[src/rtl/mem_fill_ctrl_if.sv]
// Bus bundle between mem_fill_ctrl, the cache controllers and main memory.
// master = the fill controller, slave = the cache/memory side.
interface mem_fill_ctrl_if #(
  parameter int AWIDTH = 16,
  parameter int DWIDTH = 16,
  parameter int WORDS  = 8
);
  // cache-side requests
  logic                       miss_req;
  logic [AWIDTH-1:0]          miss_addr;
  logic                       wr_req;
  logic [AWIDTH-1:0]          wr_addr;
  logic [DWIDTH-1:0]          wr_data;
  logic                       wr_ack;
  logic                       busy;

  // main memory port
  logic                       mem_enable;
  logic                       mem_wr;
  logic [AWIDTH-1:0]          mem_addr;
  logic [DWIDTH-1:0]          mem_wdata;
  logic [DWIDTH-1:0]          mem_rdata;
  logic                       mem_rvalid;
  logic [AWIDTH-1:0]          mem_raddr;

  // data array fill port
  logic                       fill_we;
  logic [$clog2(WORDS)-1:0]   fill_word;
  logic [DWIDTH-1:0]          fill_data;
  logic                       fill_done;
  logic                       fill_err;

  modport master (
    input  miss_req, miss_addr, wr_req, wr_addr, wr_data,
           mem_rdata, mem_rvalid, mem_raddr,
    output mem_enable, mem_wr, mem_addr, mem_wdata,
           fill_we, fill_word, fill_data, fill_done, fill_err, wr_ack, busy
  );

  modport slave (
    output miss_req, miss_addr, wr_req, wr_addr, wr_data,
           mem_rdata, mem_rvalid, mem_raddr,
    input  mem_enable, mem_wr, mem_addr, mem_wdata,
           fill_we, fill_word, fill_data, fill_done, fill_err, wr_ack, busy
  );
endinterface

[src/rtl/mem_fill_ctrl.sv]
// Cache block fill initiator: issues WORDS pipelined reads on a miss, streams
// tagged returns into the data array, and forwards write-through stores in idle.
module mem_fill_ctrl #(
  parameter int AWIDTH = 16,
  parameter int DWIDTH = 16,
  parameter int WORDS  = 8
) (
  input  logic           clk,
  input  logic           rst,
  mem_fill_ctrl_if.master bus
);
  localparam int OFFW = $clog2(WORDS);

  typedef enum logic [1:0] {IDLE, ISSUE, DRAIN, DONE} state_t;

  state_t            state, state_nxt;
  logic [AWIDTH-1:0] base;
  logic [OFFW-1:0]   issue_cnt, ret_cnt;
  logic              err_q;
  logic              accept_miss, ret_acc, tag_bad;
  logic [AWIDTH-1:0] issue_addr, exp_raddr;

  always_comb begin
    state_nxt      = state;
    accept_miss    = 1'b0;
    ret_acc        = 1'b0;
    tag_bad        = 1'b0;
    issue_addr     = base + AWIDTH'({issue_cnt, 1'b0});
    exp_raddr      = base + AWIDTH'({ret_cnt, 1'b0});
    bus.mem_enable = 1'b0;
    bus.mem_wr     = 1'b0;
    bus.mem_addr   = '0;
    bus.mem_wdata  = '0;
    bus.fill_we    = 1'b0;
    bus.fill_word  = '0;
    bus.fill_data  = '0;
    bus.fill_done  = 1'b0;
    bus.wr_ack     = 1'b0;

    if (!rst) begin
      case (state)
        IDLE: begin
          if (bus.wr_req) begin
            bus.mem_enable = 1'b1;
            bus.mem_wr     = 1'b1;
            bus.mem_addr   = bus.wr_addr;
            bus.mem_wdata  = bus.wr_data;
            bus.wr_ack     = 1'b1;
          end else if (bus.miss_req) begin
            accept_miss = 1'b1;
            state_nxt   = ISSUE;
          end
        end
        ISSUE: begin
          bus.mem_enable = 1'b1;
          bus.mem_addr   = issue_addr;
          if (issue_cnt == OFFW'(WORDS - 1)) state_nxt = DRAIN;
        end
        DRAIN: ;
        DONE: begin
          bus.fill_done = 1'b1;
          state_nxt     = IDLE;
        end
        default: state_nxt = IDLE;
      endcase

      if ((state == ISSUE || state == DRAIN) && bus.mem_rvalid) begin
        ret_acc       = 1'b1;
        bus.fill_we   = 1'b1;
        bus.fill_word = bus.mem_raddr[OFFW:1];
        bus.fill_data = bus.mem_rdata;
        tag_bad       = (bus.mem_raddr != exp_raddr);
        if (ret_cnt == OFFW'(WORDS - 1)) state_nxt = DONE;
      end
    end
  end

  // A bad tag is flagged in the cycle it arrives and held by err_q afterwards.
  assign bus.fill_err = err_q | tag_bad;
  assign bus.busy     = (state != IDLE);

  always_ff @(posedge clk) begin
    if (rst) begin
      state     <= IDLE;
      base      <= '0;
      issue_cnt <= '0;
      ret_cnt   <= '0;
      err_q     <= 1'b0;
    end else begin
      state <= state_nxt;
      if (accept_miss) begin
        base      <= bus.miss_addr & ~AWIDTH'(2 * WORDS - 1);
        issue_cnt <= '0;
        ret_cnt   <= '0;
        err_q     <= 1'b0;
      end else begin
        if (state == ISSUE) issue_cnt <= issue_cnt + OFFW'(1);
        if (ret_acc)        ret_cnt   <= ret_cnt + OFFW'(1);
        if (tag_bad)        err_q     <= 1'b1;
      end
    end
  end
endmodule

[src/flat_wrapper.sv]
// flat-port wrapper written by rule: the top's interface ports become plain ports
module mem_fill_ctrl_flat 
#(
  parameter int AWIDTH = 16,
  parameter int DWIDTH = 16,
  parameter int WORDS  = 8
)
  (clk, rst, bus_miss_req, bus_miss_addr, bus_wr_req, bus_wr_addr, bus_wr_data, bus_mem_rdata, bus_mem_rvalid, bus_mem_raddr, bus_mem_enable, bus_mem_wr, bus_mem_addr, bus_mem_wdata, bus_fill_we, bus_fill_word, bus_fill_data, bus_fill_done, bus_fill_err, bus_wr_ack, bus_busy);
  mem_fill_ctrl_if #(.AWIDTH(AWIDTH), .DWIDTH(DWIDTH), .WORDS(WORDS)) bus_i ();
  input  logic clk;
  input  logic rst;
  input wire logic [$bits(bus_i.miss_req)-1:0] bus_miss_req;
  input wire logic [$bits(bus_i.miss_addr)-1:0] bus_miss_addr;
  input wire logic [$bits(bus_i.wr_req)-1:0] bus_wr_req;
  input wire logic [$bits(bus_i.wr_addr)-1:0] bus_wr_addr;
  input wire logic [$bits(bus_i.wr_data)-1:0] bus_wr_data;
  input wire logic [$bits(bus_i.mem_rdata)-1:0] bus_mem_rdata;
  input wire logic [$bits(bus_i.mem_rvalid)-1:0] bus_mem_rvalid;
  input wire logic [$bits(bus_i.mem_raddr)-1:0] bus_mem_raddr;
  output wire logic [$bits(bus_i.mem_enable)-1:0] bus_mem_enable;
  output wire logic [$bits(bus_i.mem_wr)-1:0] bus_mem_wr;
  output wire logic [$bits(bus_i.mem_addr)-1:0] bus_mem_addr;
  output wire logic [$bits(bus_i.mem_wdata)-1:0] bus_mem_wdata;
  output wire logic [$bits(bus_i.fill_we)-1:0] bus_fill_we;
  output wire logic [$bits(bus_i.fill_word)-1:0] bus_fill_word;
  output wire logic [$bits(bus_i.fill_data)-1:0] bus_fill_data;
  output wire logic [$bits(bus_i.fill_done)-1:0] bus_fill_done;
  output wire logic [$bits(bus_i.fill_err)-1:0] bus_fill_err;
  output wire logic [$bits(bus_i.wr_ack)-1:0] bus_wr_ack;
  output wire logic [$bits(bus_i.busy)-1:0] bus_busy;
  assign bus_i.miss_req = bus_miss_req;
  assign bus_i.miss_addr = bus_miss_addr;
  assign bus_i.wr_req = bus_wr_req;
  assign bus_i.wr_addr = bus_wr_addr;
  assign bus_i.wr_data = bus_wr_data;
  assign bus_i.mem_rdata = bus_mem_rdata;
  assign bus_i.mem_rvalid = bus_mem_rvalid;
  assign bus_i.mem_raddr = bus_mem_raddr;
  assign bus_mem_enable = bus_i.mem_enable;
  assign bus_mem_wr = bus_i.mem_wr;
  assign bus_mem_addr = bus_i.mem_addr;
  assign bus_mem_wdata = bus_i.mem_wdata;
  assign bus_fill_we = bus_i.fill_we;
  assign bus_fill_word = bus_i.fill_word;
  assign bus_fill_data = bus_i.fill_data;
  assign bus_fill_done = bus_i.fill_done;
  assign bus_fill_err = bus_i.fill_err;
  assign bus_wr_ack = bus_i.wr_ack;
  assign bus_busy = bus_i.busy;
  mem_fill_ctrl #(.AWIDTH(AWIDTH), .DWIDTH(DWIDTH), .WORDS(WORDS)) u_core (.clk(clk), .rst(rst), .bus(bus_i));
endmodule
[config.mk]
export PLATFORM = sky130hd
export DESIGN_NAME = mem_fill_ctrl_flat
export DESIGN_NICKNAME = d
export VERILOG_FILES = /design/src/rtl/mem_fill_ctrl_if.sv /design/src/rtl/mem_fill_ctrl.sv /design/src/flat_wrapper.sv
export SDC_FILE = /design/constraint.sdc
export NUM_CORES = 1
export LEC_CHECK = 0
export CORE_UTILIZATION = 34
export DETAILED_ROUTE_END_ITERATION = 8
export PLACE_DENSITY = 0.87
export RECOVER_POWER = 25
export SETUP_SLACK_MARGIN = 0.15
export SYNTH_ARGS = -nofsm -noshare
export SYNTH_HDL_FRONTEND = slang
export SYNTH_SLANG_ARGS = --single-unit
[constraint.sdc]
create_clock -name clk -period 4.3 [get_ports clk]
set_clock_uncertainty 0.2 [all_clocks]
set_input_delay 0.645 -clock clk [delete_from_list [all_inputs] [get_ports clk]]
set_output_delay 0.645 -clock clk [all_outputs]
set_load 0.05 [all_outputs]
After elaboration in Yosys (flattened, before gate mapping)
Cells that the tools add are included.
{"block": "totals", "regBits": 21, "in_bits": 85, "out_inout_bits": 58, "wordCells": 52}
{"block": "op_classes", "addsub": 4, "eq_ne": 6, "muxes": 31, "n_bitwise": 1, "reduce_logical": 5}
{"operator": "$mux W16", "count": 7}
{"operator": "$add A16 B4 Y16", "count": 2}
{"operator": "$pmux W16 S2", "count": 1}
{"operator": "$ne A16 B16 Y1", "count": 1}
{"operator": "$mux W1", "count": 14}
{"operator": "$mux W2", "count": 5}
{"operator": "$add A3 B1 Y3 const B", "count": 2}
{"operator": "$eq A3 B3 Y1 const B", "count": 2}
{"operator": "$mux W3", "count": 2}
{"operator": "$pmux W2 S3", "count": 1}
{"operator": "$eq A2 B2 Y1 const B", "count": 2}
{"operator": "$eq A2 B1 Y1 const B", "count": 1}
{"operator": "$logic_not A2 Y1", "count": 1}
{"operator": "$pmux W1 S2", "count": 1}
{"operator": "$reduce_bool A2 Y1", "count": 1}
{"operator": "$reduce_or A2 Y1", "count": 1}
{"operator": "$logic_and A1 B1 Y1", "count": 1}
{"operator": "$logic_or A1 B1 Y1", "count": 1}
{"operator": "$or A1 B1 Y1", "count": 1}

Depth between registers and ports, before layout
Gate-level depths: netlist of run 1.
{"block": "depth", "ltp_word": 6, "mapped_depth": 7, "mapped_depth_nobuf": 6}

Least setup slack after synthesis of run 1
OpenSTA, ideal clock, no wires.
{"block": "synth_timing", "kind": "reg2out", "start": "register u_core.state[0]", "end": "output port bus_mem_addr[10]", "t_arrival_ns": 1.888, "required_ns": 3.455, "path_slack_ns": 1.567, "path_stages_with_launch": 8, "path_buffers": 1, "cell_sequence": "dfxtp_1 > inv_1 > ha_1 > inv_2 > nor2_4 > buf_2 > a22oi_1 > nor2_1"}
{"block": "synth_between", "elab_chain_cells": 3, "elab_cells_between_ends": 4, "cone_classes": "eq/ne: 1; mux: 2; reduce/logical: 1"}
{"item": "from (decl)", "line_no": "mem_fill_ctrl.sv:16", "text": "state_t state, state_nxt;"}
{"item": "from (signal assigned)", "line_no": "mem_fill_ctrl.sv:90", "text": "state <= state_nxt;"}
{"item": "$eq A2 B1 Y1 or $logic_not A2 Y1 (tied branches)", "line_no": "mem_fill_ctrl.sv:41", "text": "case (state)"}
{"item": "$pmux W16 S2 *", "line_no": "mem_fill_ctrl.sv:41"}
{"item": "$mux W16 *", "line_no": "mem_fill_ctrl.sv:40", "text": "if (!rst) begin"}
{"item": "to (decl)", "line_no": "flat_wrapper.sv:22", "text": "output wire logic [$bits(bus_i.mem_addr)-1:0] bus_mem_addr;"}
Mark *: on every way between the ends. The rest lies on a longest branch, timed or not.

Worst setup path after layout of run 1
{"block": "layout_timing", "start": "register u_core.state[1]", "end": "output port bus_mem_addr[9]"}
The elaborated chain is that of the path after synthesis.

==> results of run 1 <==
[flip-flops by register name, indices dropped and copies added, names as in the netlist]
register and cells:
u_core.state 2, u_core.base 12, u_core.err_q 1, u_core.issue_cnt 3, u_core.ret_cnt 3
[cells by family (layout without fill, tap and decap cells)]
kind of cell,Yosys count,count (layout),synth area share (%)
flip-flops,21,21,26.7
multiplexers,2,2,1.27
adder cells (fa/ha/maj),8,8,6.35
XOR/XNOR,17,17,9.44
AND/OR/NAND/NOR,103,103,35.4
buffers and inverters,17,149,5.32
AO/OA/AOI/OAI,39,39,15.6
[through the flow]
| stage | cell area (sq um) | hold slack, ns |
|---|---|---|
| 2_1_floorplan | 1580 | 0.251 |
| 6_report | 3180 | 0.288 |
| 4_1_cts | 3180 | 0.288 |
| 3_3_place_gp | 3130 | 0.266 |
| 5_1_grt | 3180 | 0.310 |
| 3_5_place_dp | 3130 | 0.276 |
[how the worst max path moves through the flow]
stage                       end  slack, ns  depth (start not counted)
2_1_floorplan  bus_mem_addr[10]       1.57                          7
3_3_place_gp   bus_mem_wdata[0]       0.78                          5
3_5_place_dp   bus_mem_wdata[2]       0.74                          5
4_1_cts         bus_mem_addr[9]       0.52                          6
5_1_grt        bus_mem_addr[12]       0.34                          6
6_report        bus_mem_addr[9]       0.54                          6
[power by group through the flow]
stage          clock (mW)  combinational, mW  sequential [mW]
2_1_floorplan           0              0.150            0.213
5_1_grt             0.147              0.297            0.211
4_1_cts             0.137              0.281            0.210
3_5_place_dp            0              0.280            0.215
3_3_place_gp            0              0.275            0.215
6_report            0.135              0.279            0.210
[placed cells by master (no fill, tap or decap), types with 2 or more instances in the layout]
cell,count
clkdlybuf4s50_1,105
and2_1,36
nand2_1,27
nor2_1,23
dfxtp_1,21
buf_12,19
xor2_1,16
a21oi_1,16
buf_4,16
a22oi_1,15
ha_1,8
inv_1,3
nor2b_1,3
nand3_1,3
o21ai_0,3
clkbuf_8,3
nor4_2,2
mux2i_1,2
[final cells by class]
cell class,count,area [sq um],area share [%]
repair buffers,141,1560,49.1
inverters,4,15.0,0.472
flip-flops and latches,21,420,13.2
clock buffers,3,41.3,1.30
clock inverters,1,7.51,0.236
multi-input cells,169,1070,33.7
well taps,52,65.1,2.04
[critical path, cell delays in order (launching register included)]
cell	delay, ns
dfxtp_1	0.41
inv_1	0.09
ha_1	0.18
buf_4	0.21
o21bai_1	0.90
nor2_1	0.11
clkdlybuf4s50_1	0.75
[metal layers]
metal,share of wire [%],vias to the layer above,routed length (um)
li1,-,958,-
met4,0.92,0,48
met1,42,833,2210
met5,0,-,0
met2,50,94,2620
met3,6.9,6,363
==> impl_metrics.json, run 1 <==
{
  "hp-start": "u_core.base[13]$_SDFFE_PP0P_",
  "hold_viol": 0,
  "netlist_top_cells_count": "and2_1 (36), nand2_1 (27), nor2_1 (23)",
  "switching_share_pct": 36.0,
  "hold_buffers": 0,
  "holdPathStages": 2,
  "maxCapViolations": 0,
  "cts_resized": 0,
  "postSynth.asyncResetShare_pct": 0,
  "first_global_vias": 1690,
  "n_fill_cell": 343,
  "use_met3_pct": 3.46,
  "port_buffers": 138,
  "vdd_drop_max_mv": 0.157,
  "ys_top_cells_by_area": "dfxtp_1 (27%), and2_1 (14%), xor2_1 (8.9%), a22oi_1 (7.1%), nand2_1 (6.4%)",
  "worst_slack_ns": 0.540,
  "end_kind": "primary output",
  "drt_iter0_drc": 97,
  "wirelength_um": 5240,
  "overflow": 0,
  "fin_nets": 433,
  "grt_busiest_layer": "met2",
  "finalSetupViolations": 0,
  "powerDensity_nw_per_um2": 196,
  "pwr-share-comb_pct": 44.7,
  "cts_setup_buffers": 0,
  "synth_edf_count": 0,
  "die-area_sq_um": 4910,
  "cts-buffers-inserted": 3,
  "netlist_area_sq_um": 1580,
  "die_y_um": 70.1,
  "dr.pass1.iters": 4,
  "fin_crit_sh_pct": 87.4,
  "dp.cells": 387,
  "leakage_nw": 1.31,
  "crit_required_ns": 3.45,
  "grt_use_total_pct": 21.1,
  "ys_seq_elements": 21,
  "cts.path.max_buffers": 2,
  "vias_per_cell": 4.84,
  "cts_root_buf": "clkbuf_8",
  "crit_fanout": 22,
  "synth_area_leader_cell": "dfxtp_1",
  "outcome": "complete, no violations",
  "htreeDepth": 1,
  "p_total_mw": 0.625,
  "drtAntennaViolNets": 0,
  "p_seq_share_pct": 33.7,
  "whs_endpoint": "u_core.base[13]$_SDFFE_PP0P_",
  "regToRegSetupSlack_ns": 2.31,
  "antenna_found_initial": 0,
  "dp_hpwl_um": 4310,
  "route.detailed.drc": 0,
  "cts.sinks": 21,
  "fin_crit_ns": 3.76,
  "r2r_start": "u_core.state[1]$_SDFF_PP0_",
  "fin_util_pct": 72.1,
  "reg2reg_depth": 5,
  "setup_tns_ns": 0,
  "reg2reg_to": "u_core.ret_cnt[1]$_SDFFE_PP0P_",
  "rsz0062_at_grt": "no",
  "crit_start": "u_core.state[1]$_SDFF_PP0_",
  "clkTransAtPathRegs_ns": 0.08,
  "p_clk_share_pct": 21.6,
  "pre_cts_slack_ns": 0.742,
  "core.rowCount": 24,
  "dieWidth_um": 70.1,
  "synth_cell_type_count": 33,
  "grt_use_met1_pct": 27.2,
  "worstSkewPairLatency_ns": 0.26,
  "p_int_mw": 0.400,
  "synth_most_common_cell": "and2_1",
  "ios": 143,
  "tritoncts": "built",
  "final_cells": 391,
  "num_antenna_cells": 0,
  "drive_gt1_share_pct": 13.3,
  "hold_path_class": "reg2reg",
  "critPathArrivalTime_ns": 2.92,
  "ys.flop_type": "dfxtp_1",
  "path_class": "reg2out",
  "via_count": 1891,
  "gp_congestion": 0.804,
  "yosysTopAreaCellShare_pct": 26.7,
  "grt_use_met2_pct": 36.1,
  "fmax_ghz": 0.266,
  "syn_nets": 300,
  "net-switching-power_mw": 0.225,
  "syn_inst": 207,
  "grt_first_pass_wirelength_um": 8280,
  "syn_avg_cell_area_sq_um": 7.62,
  "worst_slew_pin_slew_ns": 1.12,
  "ys_seq_area_share_pct": 26.7,
  "grt_max_degree": 23,
  "report.final.slew_viol_count": 0,
  "relSlewSlack_pct": 25.5,
  "coreArea_sq_um": 4410,
  "detail_route.wl_per_cell_um": 13.4,
  "yosys_warnings": 0,
  "start_kind": "flop",
  "area_growth_pct": 102,
  "initial_core_util_pct": 35.7
}
Power figures use the tool's default switching activity.
==> inputs of run 2 (changes only) <==
Settings changed: CORE_ASPECT_RATIO set to 0.75, GPL_TIMING_DRIVEN set to 0.
==> run 2 against run 1 <==
Against the previous run:
- non-clock buffer count rose by 10
- critical path depth fell by 1
- worst setup slack got worse by 0.013 ns
- first-iteration DRC count fell by 40%
- clock power barely moved
- largest cell class unchanged
- critical path type is now in2out
- global-route usage fell by 0.81 points
- utilization fell by 3.4 points
- combinational power barely moved
- flip-flop and latch count did not move
- wire length fell by 2.7%
- critical endpoint is now bus_mem_enable
- via count rose by 0.53%
==> impl_metrics.json, run 2 (same netlist as run 1, synthesis figures left out) <==
{
  "initial_core_util_pct": 35.3,
  "fin_area_sq_um": 3070,
  "grt_use_total_pct": 20.2,
  "worstSkewPairLatency_ns": 0.26,
  "cpLargestDelayFamily": "buffers and inverters",
  "core.rowCount": 21,
  "report.final.slew_viol_count": 0,
  "ios": 143,
  "wirelength_um": 5100,
  "leakage_nw": 1.22,
  "port_buffers": 138,
  "via_count": 1901,
  "overflow": 0,
  "cts_resized": 0,
  "hold_buffers": 0,
  "vias_per_cell": 4.68,
  "dr.pass1.iters": 4,
  "drive_gt1_share_pct": 4.58,
  "grt_max_degree": 13,
  "drt_iter0_drc": 58,
  "end_kind": "primary output",
  "area_growth_pct": 94.6,
  "powerDensity_nw_per_um2": 203,
  "cts.sinks": 21,
  "crit_fanout": 10,
  "fin_crit_sh_pct": 87.7,
  "finalSetupViolations": 0,
  "cts.path.max_buffers": 2,
  "tritoncts": "built",
  "cts-buffers-inserted": 3,
  "htreeDepth": 1,
  "layout_commonest_cell": "clkdlybuf4s50_1",
  "cpPeakStageDelay_ns": 0.71,
  "cts_setup_buffers": 0,
  "pre_cts_slack_ns": 0.686,
  "hold_viol": 0,
  "mostFrequentLayoutCells": "clkdlybuf4s50_1 (136), and2_1 (36), nand2_1 (27)",
  "path_common_cell": "clkbuf_1",
  "route.detailed.drc": 0,
  "hold_path_class": "reg2reg",
  "maxCapViolations": 0,
  "grt_first_pass_wirelength_um": 7520,
  "relSlewSlack_pct": 64.4,
  "largest_register_ffs": 12,
  "antenna_found_initial": 0,
  "dp_hpwl_um": 4170,
  "path_cells": "dlygate4sd3_1 -> clkbuf_1 -> clkbuf_1 -> nor2_1 -> clkdlybuf4s50_1",
  "vdd_drop_max_mv": 0.151,
  "crit_buf_inv": 4,
  "coreArea_sq_um": 4470,
  "detail_route.wl_per_cell_um": 12.6,
  "clkTransAtPathRegs_ns": 0.08,
  "start_kind": "primary input",
  "critPathSlowestCell": "clkdlybuf4s50_1",
  "top_regs": "u_core.base x12, u_core.issue_cnt x3, u_core.ret_cnt x3",
  "die-area_sq_um": 4920,
  "gp_congestion": 0.828,
  "path_class": "in2out",
  "dieWidth_um": 80.6,
  "top_register": "u_core.base",
  "placed_area_sq_um": 3030,
  "worst_slack_ns": 0.527,
  "whs_ns": 0.287,
  "regToRegSetupSlack_ns": 2.24,
  "num_antenna_cells": 0,
  "drtAntennaViolNets": 0,
  "critPathArrivalTime_ns": 2.93,
  "rsz0062_at_grt": "no",
  "cts_root_buf": "clkbuf_8",
  "worst_slew_pin_slew_ns": 0.533,
  "fin_nets": 443,
  "setup_tns_ns": 0,
  "fin_crit_ns": 3.77,
  "fmax_ghz": 0.265,
  "n_fill_cell": 387,
  "crit_required_ns": 3.45,
  "p_total_mw": 0.622,
  "die_y_um": 61.0,
  "first_global_vias": 1675,
  "outcome": "complete, no violations"
}
run 2: cell type report:
class	count	area, sq um	share of cell area [%]
Multi-Input combinational cell	169	1070	35.0
Sequential cell	21	420	13.7
Tap cell	57	71.3	2.32
Inverter	4	15.0	0.489
Timing Repair Buffer	138	1380	45.0
Clock buffer	3	41.3	1.35
Clock inverter	1	5.00	0.163
Buffer	13	61.3	2.00
run 2: per-stage QoR:
step | util (%) | cells
after floorplan | - | 207
after global placement | 67.8 | 402
after detailed placement | 67.8 | 402
after CTS | 68.9 | 406
after global routing | 68.7 | 406
final | 68.7 | 406
run 2: worst paths after layout:
kind / start / to / cells after the start
min: u_core.base[10]$_SDFFE_PP0P_ / u_core.base[10]$_SDFFE_PP0P_ / 2
max: rst / bus_mem_enable / 5
max reg2reg: u_core.state[0]$_SDFF_PP0_ / u_core.base[12]$_SDFFE_PP0P_ / 7
min reg2reg: u_core.base[10]$_SDFFE_PP0P_ / u_core.base[10]$_SDFFE_PP0P_ / 2
run 2: worst reg2reg max path, delay by kind of cell, from the launching register on:
kind | cells | cell delay, ns
buffers and inverters | 3 | 0.71
AOI/OAI and AO/OA | 1 | 0.16
and+or+nand+nor | 2 | 0.31
DFF | 1 | 0.33
adders and majority gates | 1 | 0.28
run 2: where the power goes:
part	total, mW	internal (mW)	leakage (nW)	switching (mW)
clock network	0.133	0.0647	0.0255	0.0684
logic	0.278	0.131	1.02	0.147
registers	0.211	0.202	0.171	0.00822
total	0.622	0.398	1.22	0.224
run 2: per-layer routing:
metal	vias to the layer above	part of all wire (%)	global-route usage (%)
li1	975	-	-
met3	7	10	6.02
met4	0	0.94	5.10
met5	-	0	0
met1	830	43	25.9
met2	89	45	33.7
